[src/rtl/iomem_bus_ctrl.sv]
// PicoRV32 iomem bus controller: decodes addr[31:24] to one slave, waits for its
// ready (bounded by a timeout) and returns rdata, or an error response on a miss.
module iomem_bus_ctrl #(
    parameter int unsigned                NUM_SLAVES = 4,
    parameter logic [8*NUM_SLAVES-1:0]    SLAVE_IDS  = 32'h07050403,
    parameter logic [15:0]                TIMEOUT    = 16'd255,
    parameter logic [31:0]                ERR_DATA   = 32'hDEAD_BEEF
) (
    input  logic                       clk,
    input  logic                       reset,
    input  logic                       m_valid,
    output logic                       m_ready,
    input  logic [3:0]                 m_wstrb,
    input  logic [31:0]                m_addr,
    input  logic [31:0]                m_wdata,
    output logic [31:0]                m_rdata,
    output logic [NUM_SLAVES-1:0]      s_valid,
    input  logic [NUM_SLAVES-1:0]      s_ready,
    input  logic [32*NUM_SLAVES-1:0]   s_rdata,
    output logic [3:0]                 s_wstrb,
    output logic [31:0]                s_addr,
    output logic [31:0]                s_wdata,
    output logic                       err_pulse,
    output logic [7:0]                 err_count,
    output logic [31:0]                err_addr
);

    localparam int SEL_W = (NUM_SLAVES > 1) ? $clog2(NUM_SLAVES) : 1;

    typedef enum logic [1:0] {
        IDLE   = 2'd0,
        ACCESS = 2'd1,
        ERROR  = 2'd2,
        RESP   = 2'd3
    } state_t;

    state_t            state_r;
    logic [SEL_W-1:0]  sel_r;
    logic [15:0]       cnt_r;
    logic              hit_s;
    logic [SEL_W-1:0]  hit_idx_s;
    logic              sel_ready_s;
    logic [31:0]       sel_rdata_s;
    logic              timeout_s;

    function automatic logic [7:0] sat_inc(input logic [7:0] c);
        return (c == 8'hFF) ? c : c + 8'd1;
    endfunction

    // Address decode; scanning downward lets the lowest matching index win.
    always_comb begin
        hit_s     = 1'b0;
        hit_idx_s = '0;
        for (int i = NUM_SLAVES - 1; i >= 0; i--) begin
            if (m_addr[31:24] == SLAVE_IDS[8*i +: 8]) begin
                hit_s     = 1'b1;
                hit_idx_s = SEL_W'(i);
            end else begin
                hit_s     = hit_s;
                hit_idx_s = hit_idx_s;
            end
        end
    end

    // Ready/rdata of the selected slave only; all others are ignored.
    always_comb begin
        sel_ready_s = 1'b0;
        sel_rdata_s = 32'd0;
        for (int i = 0; i < NUM_SLAVES; i++) begin
            if (sel_r == SEL_W'(i)) begin
                sel_ready_s = s_ready[i];
                sel_rdata_s = s_rdata[32*i +: 32];
            end else begin
                sel_ready_s = sel_ready_s;
                sel_rdata_s = sel_rdata_s;
            end
        end
    end

    // Timeout fires on the TIMEOUT-th ACCESS cycle without ready.
    always_comb begin
        if (TIMEOUT != 16'd0) begin
            timeout_s = ((cnt_r + 16'd1) == TIMEOUT);
        end else begin
            timeout_s = 1'b0;
        end
    end

    // Transaction FSM with all outputs registered.
    always_ff @(posedge clk) begin
        if (reset) begin
            state_r   <= IDLE;
            sel_r     <= '0;
            cnt_r     <= 16'd0;
            m_ready   <= 1'b0;
            m_rdata   <= 32'd0;
            s_valid   <= '0;
            s_wstrb   <= 4'd0;
            s_addr    <= 32'd0;
            s_wdata   <= 32'd0;
            err_pulse <= 1'b0;
            err_count <= 8'd0;
            err_addr  <= 32'd0;
        end else begin
            m_ready   <= 1'b0;
            err_pulse <= 1'b0;
            case (state_r)
                IDLE: begin
                    if (m_valid) begin
                        s_addr  <= m_addr;
                        s_wdata <= m_wdata;
                        s_wstrb <= m_wstrb;
                        if (hit_s) begin
                            sel_r   <= hit_idx_s;
                            s_valid <= NUM_SLAVES'(1) << hit_idx_s;
                            state_r <= ACCESS;
                        end else begin
                            state_r <= ERROR;
                        end
                    end
                end
                ACCESS: begin
                    if (sel_ready_s) begin
                        m_rdata <= sel_rdata_s;
                        s_valid <= '0;
                        m_ready <= 1'b1;
                        state_r <= RESP;
                    end else if (timeout_s) begin
                        m_rdata   <= ERR_DATA;
                        s_valid   <= '0;
                        m_ready   <= 1'b1;
                        err_pulse <= 1'b1;
                        err_addr  <= s_addr;
                        err_count <= sat_inc(err_count);
                        state_r   <= RESP;
                    end else begin
                        cnt_r <= cnt_r + 16'd1;
                    end
                end
                ERROR: begin
                    m_rdata   <= ERR_DATA;
                    m_ready   <= 1'b1;
                    err_pulse <= 1'b1;
                    err_addr  <= s_addr;
                    err_count <= sat_inc(err_count);
                    state_r   <= RESP;
                end
                RESP: begin
                    cnt_r   <= 16'd0;
                    state_r <= IDLE;
                end
                default: begin
                    s_valid <= '0;
                    cnt_r   <= 16'd0;
                    state_r <= IDLE;
                end
            endcase
        end
    end

endmodule

[config.mk]
export PLATFORM = sky130hd
export DESIGN_NAME = iomem_bus_ctrl
export DESIGN_NICKNAME = d
export VERILOG_FILES = /design/src/rtl/iomem_bus_ctrl.sv
export SDC_FILE = /design/constraint.sdc
export NUM_CORES = 1
export LEC_CHECK = 0
export ABC_AREA = 1
export CAP_MARGIN = 20
export CORE_MARGIN = 3
export CORE_UTILIZATION = 42
export DETAILED_ROUTE_END_ITERATION = 16
export PLACE_DENSITY = 0.81
export SYNTH_ARGS = -nofsm -noshare
export SYNTH_HDL_FRONTEND = slang
export SYNTH_SLANG_ARGS = --single-unit
[constraint.sdc]
create_clock -name clk -period 2.9 [get_ports clk]
set_clock_uncertainty 0.2 [all_clocks]
set_input_delay 0.58 -clock clk [delete_from_list [all_inputs] [get_ports clk]]
set_output_delay 0.58 -clock clk [all_outputs]
set_load 0.05 [all_outputs]
# After elaboration in Yosys (flattened, before gate mapping)

Cells that the tools add are included.

Flip-flop bits (word level): 166
Bits of input ports: 203
Output and inout bits: 146
Word-level logic and storage cells: 89

Add/subtract/negate cells: 2
Eq/ne operators: 18
Shifts and indexed selects: 1
Muxes and demuxes: 44
Reduce and logical (&&, ||, !) cells: 12

Operators by type and width:

| cell                                                  | number |
|---|---|
| two-way mux 32 bit                                    | 8 |
| one-hot mux 32 bit (2 select lines)                   | 2 |
| two-way mux 16 bit                                    | 2 |
| one-hot mux 16 bit (2 select lines)                   | 1 |
| equality test 8 x 3 -> 1 bit (second input constant)  | 3 |
| two-way mux 8 bit                                     | 3 |
| adder 16 x 1 -> 16 bit (second input constant)        | 1 |
| equality test 16 x 8 -> 1 bit (second input constant) | 1 |
| two-way mux 2 bit                                     | 8 |
| two-way mux 4 bit                                     | 4 |
| one-hot mux 8 bit (2 select lines)                    | 1 |
| two-way mux 1 bit                                     | 11 |
| != test 2 bit (second input constant)                 | 5 |
| AND reduction 3 bit                                   | 3 |
| adder 8 x 1 -> 8 bit (second input constant)          | 1 |
| equality test 2 bit (second input constant)           | 4 |
| equality test 8 x 2 -> 1 bit (second input constant)  | 1 |
| equality test 8 bit (second input constant)           | 1 |
| one-hot mux 2 bit (4 select lines)                    | 1 |
| one-hot mux 4 bit (2 select lines)                    | 1 |
| AND reduction 2 bit                                   | 3 |
| nonzero test 2 bit                                    | 3 |
| equality test 2 x 1 -> 1 bit (second input constant)  | 2 |
| zero test 2 bit                                       | 2 |
| 4 further kinds                                       | 5 |

# Logic depth before layout (Yosys ltp)

Gate-level depths: netlist of run 1.

Depth after elaboration: 9
Mapped depth: 16
Mapped depth without buffers: 15

# Least setup slack after synthesis of run 1

No wires, ideal clock.

Path kind: register to register
From: register err_count[0]
To: register err_count[6]
Setup time: 0.070 ns
Arrival time: 2.012 ns
Required time: 2.630 ns
Path slack: 0.617 ns
Cell stages (with the launch flop): 8
Period minus slack after synthesis: 2.283 ns
Cells stage by stage: dfxtp_1 > ha_1 > nand2_1 > nor3b_1 > nand3_1 > nand2_1 > nand2_1 > a21oi_1

Cells in the longest elaborated chain, start to end: 5
Elaborated cells between the ends (all ways): 6

Ends and longest elaborated chain:

| element                                                     | line | source |
|---|---|---|
| start: declaration                                          | 24   | `output logic [7:0] err_count,` |
| start signal: assignment                                    | 134  | `err_count <= sat_inc(err_count);` |
| start signal: assignment                                    | 145  | `err_count <= sat_inc(err_count);` |
| adder 8 x 1 -> 8 bit or equality test 8 bit (tied branches) | 47   | `return (c == 8'hFF) ? c : c + 8'd1;` |
| two-way mux 8 bit (*)                                       | 47   |  |
| two-way mux 8 bit                                           | 128  | `end else if (timeout_s) begin` |
| two-way mux 8 bit                                           | 123  | `if (sel_ready_s) begin` |
| one-hot mux 8 bit (2 select lines) (*)                      | 107  | `case (state_r)` |

Mark *: on every way between the ends. The rest lies on a longest branch, timed or not. The select of a mux whose other input is x is not followed.
A chain may end at the register's enable or synchronous reset.

# Worst setup path after layout of run 1

From: register cnt_r[1]
To: register m_rdata[14]

Cells in the longest elaborated chain, start to end: 4

Ends and longest elaborated chain:

| element                              | line | source |
|---|---|---|
| start: declaration                   | 39   | `logic [15:0] cnt_r;` |
| start signal: assignment             | 137  | `cnt_r <= cnt_r + 16'd1;` |
| adder 16 x 1 -> 16 bit               | 83   | `timeout_s = ((cnt_r + 16'd1) == TIMEOUT);` |
| equality test 16 x 8 -> 1 bit        | 83   |  |
| != test 3 bit (no source line)       | --   |  |
| AND reduction 2 bit (no source line) | --   |  |
| end signal: assignment               | 124  | `m_rdata <= sel_rdata_s;` |
| end: declaration                     | 16   | `output logic [31:0] m_rdata,` |

No other way between the ends.

==> impl_metrics.csv, run 1 <==
group,metric,value,unit
run_status,status,"complete, no violations",
timing,slew_headroom,55.87,%
synth,synth_area_per_cell,6.777,sq um
power_and_ir_drop,ir_drop,0.6416,mV
routing,vias,8836,
clock_tree,cts_buffer_depth,2,
synth,synth_ff_type,"dfxtp_1",
global_route,grt_overflow,0,
placement,io_buffer_count,348,
power_and_ir_drop,power.total,7976,uW
timing,fmax,381.5,MHz
worst_setup_path,crit_chain,"ha_1 -> nand3_2 -> nor2_4 -> nand2_1 -> nand2_1 -> nand2_1 -> nor2_1 -> nand2_1 -> nor2_2 -> nand2_2 -> nand2_8 -> buf_12 -> nand3_1 -> a21oi_1",
finish,layout-drive-gt1-share,5.556,%
routing,ant_nets,0,
routing,drtIter0Drc,605,
finish,num-fill-cells,1500,
synth,synth_seq_cells,166,
global_route,grt_max_degree,49,
routing,wl,28530,um
timing,period_needed,2.621,ns
timing,worstMarginPinSlew,0.6612,ns
worst_setup_path,cp.arrival,2.78,ns
finish,final_common_cell,"clkdlybuf4s50_1",
timing,rsz0062_at_grt,"false",
routing,viasPerCell,5.195,
die,die-area,0.02001,sq mm
power_and_ir_drop,power.density,662.8,mW/mm^2
die,start_util,43.79,%
routing,wl_per_cell,16.77,um
timing,fin_crit_sh,90.38,%
finish,diodes,0,
worst_setup_path,cp_max_fo,31,
worst_setup_path,worst_setup_path_start_kind,"flip-flop",
global_route,grt_pass1_wl,44190,um
clock_tree,cts_tree,"built",
worst_setup_path,slowest_delay,0.40,ns
clock_tree,clock-sinks,166,
timing,finalSetupViolCount,0,
synth,synthArstFlopShare,0,%
routing,drc,0,
job,cap_violations,0,
die,core-area,0.01760,sq mm
global_route,grt_usage,27.68,%
placement,hpwl,21030,um
global_route,antenna_found_initial,0,
placement,gp_congestion,0.9246,
finish,layout_common_cells,"348 x clkdlybuf4s50_1, 250 x nor2_1, 220 x nand2_1",
global_route,grt_pass1_vias,8549,
power_and_ir_drop,total_leakage_power,0.004794,uW
worst_setup_path,cpMostUsedCell,"nand2_1",
die,pin_count,349,
clock_tree,numCtsBuffers,17,
finish,area_growth_syn_to_layout,56.20,%
worst_setup_path,worstSetupPathType,"flip-flop to flip-flop",
timing,hold_viol_final,0,
worst_setup_path,critPathCaptureType,"flip-flop",
routing,dr.pass1.iters,5,
synth,syn_nets,1347,
synth,yosys_warnings,0,
die,row_count,48,
clock_tree,htree_levels,4,
timing,fin_ws,0.2790,ns
die,die_w,141.4,um
clock_tree,clock_latency,0.42,ns
synth,syn_inst,1137,
clock_tree,root_buffer,"clkbuf_16",
synth,seq_area_frac_synth,43.13,%
hold_path,min_path_type,"flip-flop to flip-flop",
clock_tree,cts_setup_buffers,0,
timing,setup-tns-final,0,ns
placement,dp_slack,0.09611,ns
worst_setup_path,worstPathRequired,3.05,ns
timing,timing.hold.ws,0.2684,ns
timing,finalMaxSlewViolations,0,
synth,syn-cell-area,0.007705,sq mm
synth,synth_edf_count,0,
synth,yosysUniqueCellTypes,35,
finish,nets,1674,
die,dieHeight,141.4,um
worst_setup_path,slowest_stage,"dfxtp_1",
clock_tree,path_clk_slew,0.06,ns
==> cells by family after synthesis <==
group,count (synthesis),share of synthesized area (%)
AND/OR/NAND/NOR,625,34.44
adder cells (fa/ha/maj),7,1.137
buffers and inverters,116,6.236
XOR/XNOR,6,0.6820
flip-flops,166,43.13
AO/OA/AOI/OAI,217,14.37
==> layer usage <==
metal  global-route usage, %  share of wire, %  vias to the layer above  wire length (um)
met5                       0                 0                        -                 0
met4                   10.96               3.9                        0              1125
met3                   8.696               7.2                       66              2068
met2                   46.35                49                      314             13870
met1                   33.19                40                     4074             11460
li1                        -                 -                     4382                 -
==> sequential cells by signal, summed over array words and instances (netlist names) <==
name       cells
sel_r          2
m_rdata       32
err_addr      32
m_ready        1
state_r        2
s_wstrb        4
s_wdata       32
err_pulse      1
err_count      8
cnt_r         16
s_valid        4
s_addr        32
==> per-stage QoR <==
step                      std cells  utilization [%]  cell area [sq um]
after global placement         1670            65.10              11460
after CTS                      1701            68.29              12020
final                          1701            68.39              12040
after detailed placement       1670            65.10              11460
after floorplan                1137                -               7705
after global routing           1701            68.39              12040
==> worst paths after layout <==
kind	start	end	slack (ns)	depth (start not counted)
setup / recovery	cnt_r[1]$_SDFFE_PP0P_	m_rdata[14]$_SDFFE_PP0P_	0.28	14
hold / removal	m_rdata[18]$_SDFFE_PP0P_	m_rdata[18]$_SDFFE_PP0P_	0.27	2
setup reg to reg	cnt_r[1]$_SDFFE_PP0P_	m_rdata[14]$_SDFFE_PP0P_	0.28	14
hold reg to reg	m_rdata[18]$_SDFFE_PP0P_	m_rdata[18]$_SDFFE_PP0P_	0.27	2
==> repair_timing <==
action / 4_1_cts / 5_1_grt
hold buffers: 0 / 0
resized for setup: 0 / 3
setup endpoints to repair: 0 / 26
==> report_power, final <==
group	total [uW]	switching, uW	internal, uW
sequential	2780	185	2590
clock	2160	936	1220
combinational	3040	1970	1060
total	7980	3100	4880
==> cell usage after synthesis (all sizes together), types with 2 or more instances <==
cell,count,area [sq um]
nand3,85,442.9
xor2,5,43.79
nand3b,3,22.52
o22ai,5,31.28
ha,7,87.58
nor3,26,130.1
a21oi,76,380.4
nand4,24,150.1
nand2,226,865.8
a211oi,4,30.03
o21ai,130,650.6
or2,2,12.51
nor2,257,1016
inv,44,165.2
dfxtp,166,3323
buf,21,123.9
clkbuf,50,187.7
==> critical path, delay by kind of cell, from the launching register on <==
family	cells	cell delay, ns
buffers and inverters	1	0.21
adder cells (fa/ha/maj)	1	0.24
AO/OA/AOI/OAI	1	0.17
flip-flops	1	0.40
AND/OR/NAND/NOR	11	1.31
==> layout make-up <==
cell class | instances | area, sq um | share of cell area [%]
inverters | 45 | 168.9 | 1.403
multi-input cells | 855 | 3923 | 32.59
clock buffers | 20 | 456.7 | 3.795
flip-flops and latches | 166 | 3323 | 27.61
clock inverters | 11 | 103.9 | 0.8629
well taps | 225 | 281.5 | 2.339
repair buffers | 379 | 3779 | 31.40
No activity file was read; power rests on OpenSTA's default activity.
==> run 2: changes to the inputs <==
==> constraint.sdc (replaced) <==
create_clock -name clk -period 2.9 [get_ports clk]
set_clock_uncertainty 0.2 [all_clocks]
set_input_delay 0.58 -clock clk [delete_from_list [all_inputs] [get_ports clk]]
set_output_delay 0.58 -clock clk [all_outputs]
set_load 0.01 [all_outputs]
==> results of run 2 <==
The final DEF is identical to that of run 1. Status: complete, no violations.
Among the figures that moved: total power 7976 uW -> 7067 uW; worst IR drop on VDD 0.6416 mV -> 0.5962 mV
==> run 3: changes to the inputs <==
- ABC_CLOCK_PERIOD_IN_PS: unset -> 3250
- CORE_UTILIZATION: 42 -> 45
- PLACE_DENSITY: 0.81 -> 0.86
- clock period: 2.9 -> 3.25 ns (I/O delays scaled with it)
==> impl_metrics.csv, run 3 (synthesis results as in run 1) <==
group,metric,value,unit
die,die-area,0.01873,sq mm
clock_tree,cts_buffer_depth,2,
finish,layout_common_cells,"348 x clkdlybuf4s50_1, 250 x nor2_1, 220 x nand2_1",
worst_setup_path,worstSetupPathType,"flip-flop to flip-flop",
worst_setup_path,worst_setup_path_start_kind,"flip-flop",
routing,ant_nets,0,
clock_tree,htree_levels,4,
clock_tree,cts-resized-gates,0,
timing,slew_headroom,52.20,%
routing,drtIter0Drc,588,
worst_setup_path,cp_max_fo,27,
power_and_ir_drop,pwr-share-comb,28.9,%
run_status,status,"complete, no violations",
worst_setup_path,critPathCaptureType,"flip-flop",
placement,hpwl,21040,um
hold_path,min_path_type,"flip-flop to flip-flop",
global_route,grt_max_degree,67,
hold_path,min_path_cells,2,
finish,area_growth_syn_to_layout,55.49,%
timing,finalSetupViolCount,0,
worst_setup_path,reg2regPathDepth,14,
clock_tree,cts_setup_buffers,0,
power_and_ir_drop,power.switching_fraction,30.65,%
routing,viasPerCell,5.343,
power_and_ir_drop,ir_drop,0.4328,mV
global_route,grt_usage,29.84,%
clock_tree,numCtsBuffers,17,
power_and_ir_drop,total_leakage_power,0.004772,uW
job,cap_violations,0,
placement,dp.cells,1656,
finish,seqCellArea,0.003323,sq mm
timing,hold_viol_final,0,
global_route,grt_overflow,0,
finish,final_common_cell,"clkdlybuf4s50_1",
global_route,grt_pass1_wl,43800,um
timing,timing.hold.ws,0.2672,ns
clock_tree,clock_latency,0.43,ns
die,start_util,46.30,%
die,row_count,47,
global_route,grt_pass1_vias,8336,
clock_tree,root_buffer,"clkbuf_16",
placement,dpl_cell_area,0.01137,sq mm
power_and_ir_drop,power.internal,4497,uW
finish,num-fill-cells,1321,
power_and_ir_drop,seqPwrFrac,38.4,%
placement,io_buffer_count,348,
clock_tree,path_clk_slew,0.07,ns
routing,drc,0,
power_and_ir_drop,clkPwrFrac,32.7,%
placement,dp_slack,0.3172,ns
die,dieHeight,136.9,um
finish,multiInputGateArea,0.003904,sq mm
global_route,antenna_found_initial,0,
timing,setup-tns-final,0,ns
clock_tree,cts_hold_buf,0,
routing,dr.pass1.iters,5,
timing,fin_crit_sh,89.78,%
die,die_w,136.9,um
die,pin_count,349,
power_and_ir_drop,power.density,541.3,mW/mm^2
finish,layout-drive-gt1-share,5.041,%
power_and_ir_drop,p_sw,1987,uW
clock_tree,cts_tree,"built",
timing,worstMarginPinSlew,0.7152,ns
timing,fmax,342.7,MHz
finish,diodes,0,
worst_setup_path,cp.arrival,3.04,ns
timing,fin_ws,0.3321,ns
finish,final_area,0.01198,sq mm
routing,wl,28760,um
placement,gp_congestion,0.9493,
routing,vias,9019,
timing,finalMaxSlewViolations,0,
finish,nets,1665,
clock_tree,clock-sinks,166,
finish,final_cells,1688,
die,core-area,0.01664,sq mm
worst_setup_path,worstPathRequired,3.37,ns
timing,rsz0062_at_grt,"false",
routing,wl_per_cell,17.04,um
timing,period_needed,2.918,ns
==> run 3: cell count changes in the layout (fill, tap and decap cells not counted) <==
cell	change
nand2_4	-1
bufinv_16	+2
inv_8	+1
clkinv_4	-5
nand2_2	+2
buf_12	-1
nand2_8	-1
clkinvlp_4	-1
inv_6	+5
clkbuf_8	-1
buf_4	-8
==> run 3: stage by stage <==
| step | power [uW] | util (%) |
|---|---|---|
| finish | 6485 | 71.99 |
| global route | 6777 | 71.99 |
| CTS | 6490 | 71.99 |
| detailed placement | 4377 | 68.32 |
| global placement | 4338 | 68.32 |
| floorplan | 3321 | - |
==> run 3: final timing paths <==
path | from | slack [ns] | end
min | m_rdata[8]$_SDFFE_PP0P_ | 0.27 | m_rdata[8]$_SDFFE_PP0P_
max | cnt_r[1]$_SDFFE_PP0P_ | 0.33 | m_rdata[1]$_SDFFE_PP0P_
min reg2reg | m_rdata[8]$_SDFFE_PP0P_ | 0.27 | m_rdata[8]$_SDFFE_PP0P_
max reg2reg | cnt_r[1]$_SDFFE_PP0P_ | 0.33 | m_rdata[1]$_SDFFE_PP0P_
==> run 3: worst max-delay path: stages (launching register included) <==
cell,delay (ns)
dfxtp_1,0.39
ha_1,0.24
nand3_2,0.13
nor2_4,0.23
nand2_1,0.12
nand2_1,0.09
nand2_1,0.06
nor2_1,0.10
nand2_1,0.07
nor2_2,0.14
nand2_2,0.09
nand2_4,0.29
nand2_2,0.31
o21ai_0,0.26
nor2_1,0.06
==> run 3: metal layers <==
layer / vias to the layer above / share of wire, % / track usage [%] / wire [um]
met5: - / 0 / 0 / 0
met4: 0 / 2.6 / 8.537 / 740
met3: 50 / 7.1 / 8.934 / 2054
met2: 368 / 51 / 51.86 / 14600
met1: 4229 / 40 / 35.72 / 11360
li1: 4372 / - / - / -
==> run 3: final cells by class <==
type,instances,share of cell area (%)
Clock buffer,19,3.697
Clock inverter,13,1.399
Inverter,45,1.410
Multi-Input combinational cell,855,32.58
Sequential cell,166,27.74
Tap cell,220,2.298
Timing Repair Buffer,370,30.87
==> run 3: power groups by stage <==
| stage | clock network, uW | registers [uW] | logic [uW] |
|---|---|---|---|
| after floorplan | 0 | 2630 | 693 |
| after global placement | 0 | 2510 | 1830 |
| after detailed placement | 0 | 2520 | 1860 |
| after CTS | 2130 | 2480 | 1880 |
| after global routing | 2220 | 2520 | 2040 |
| final | 2120 | 2490 | 1880 |
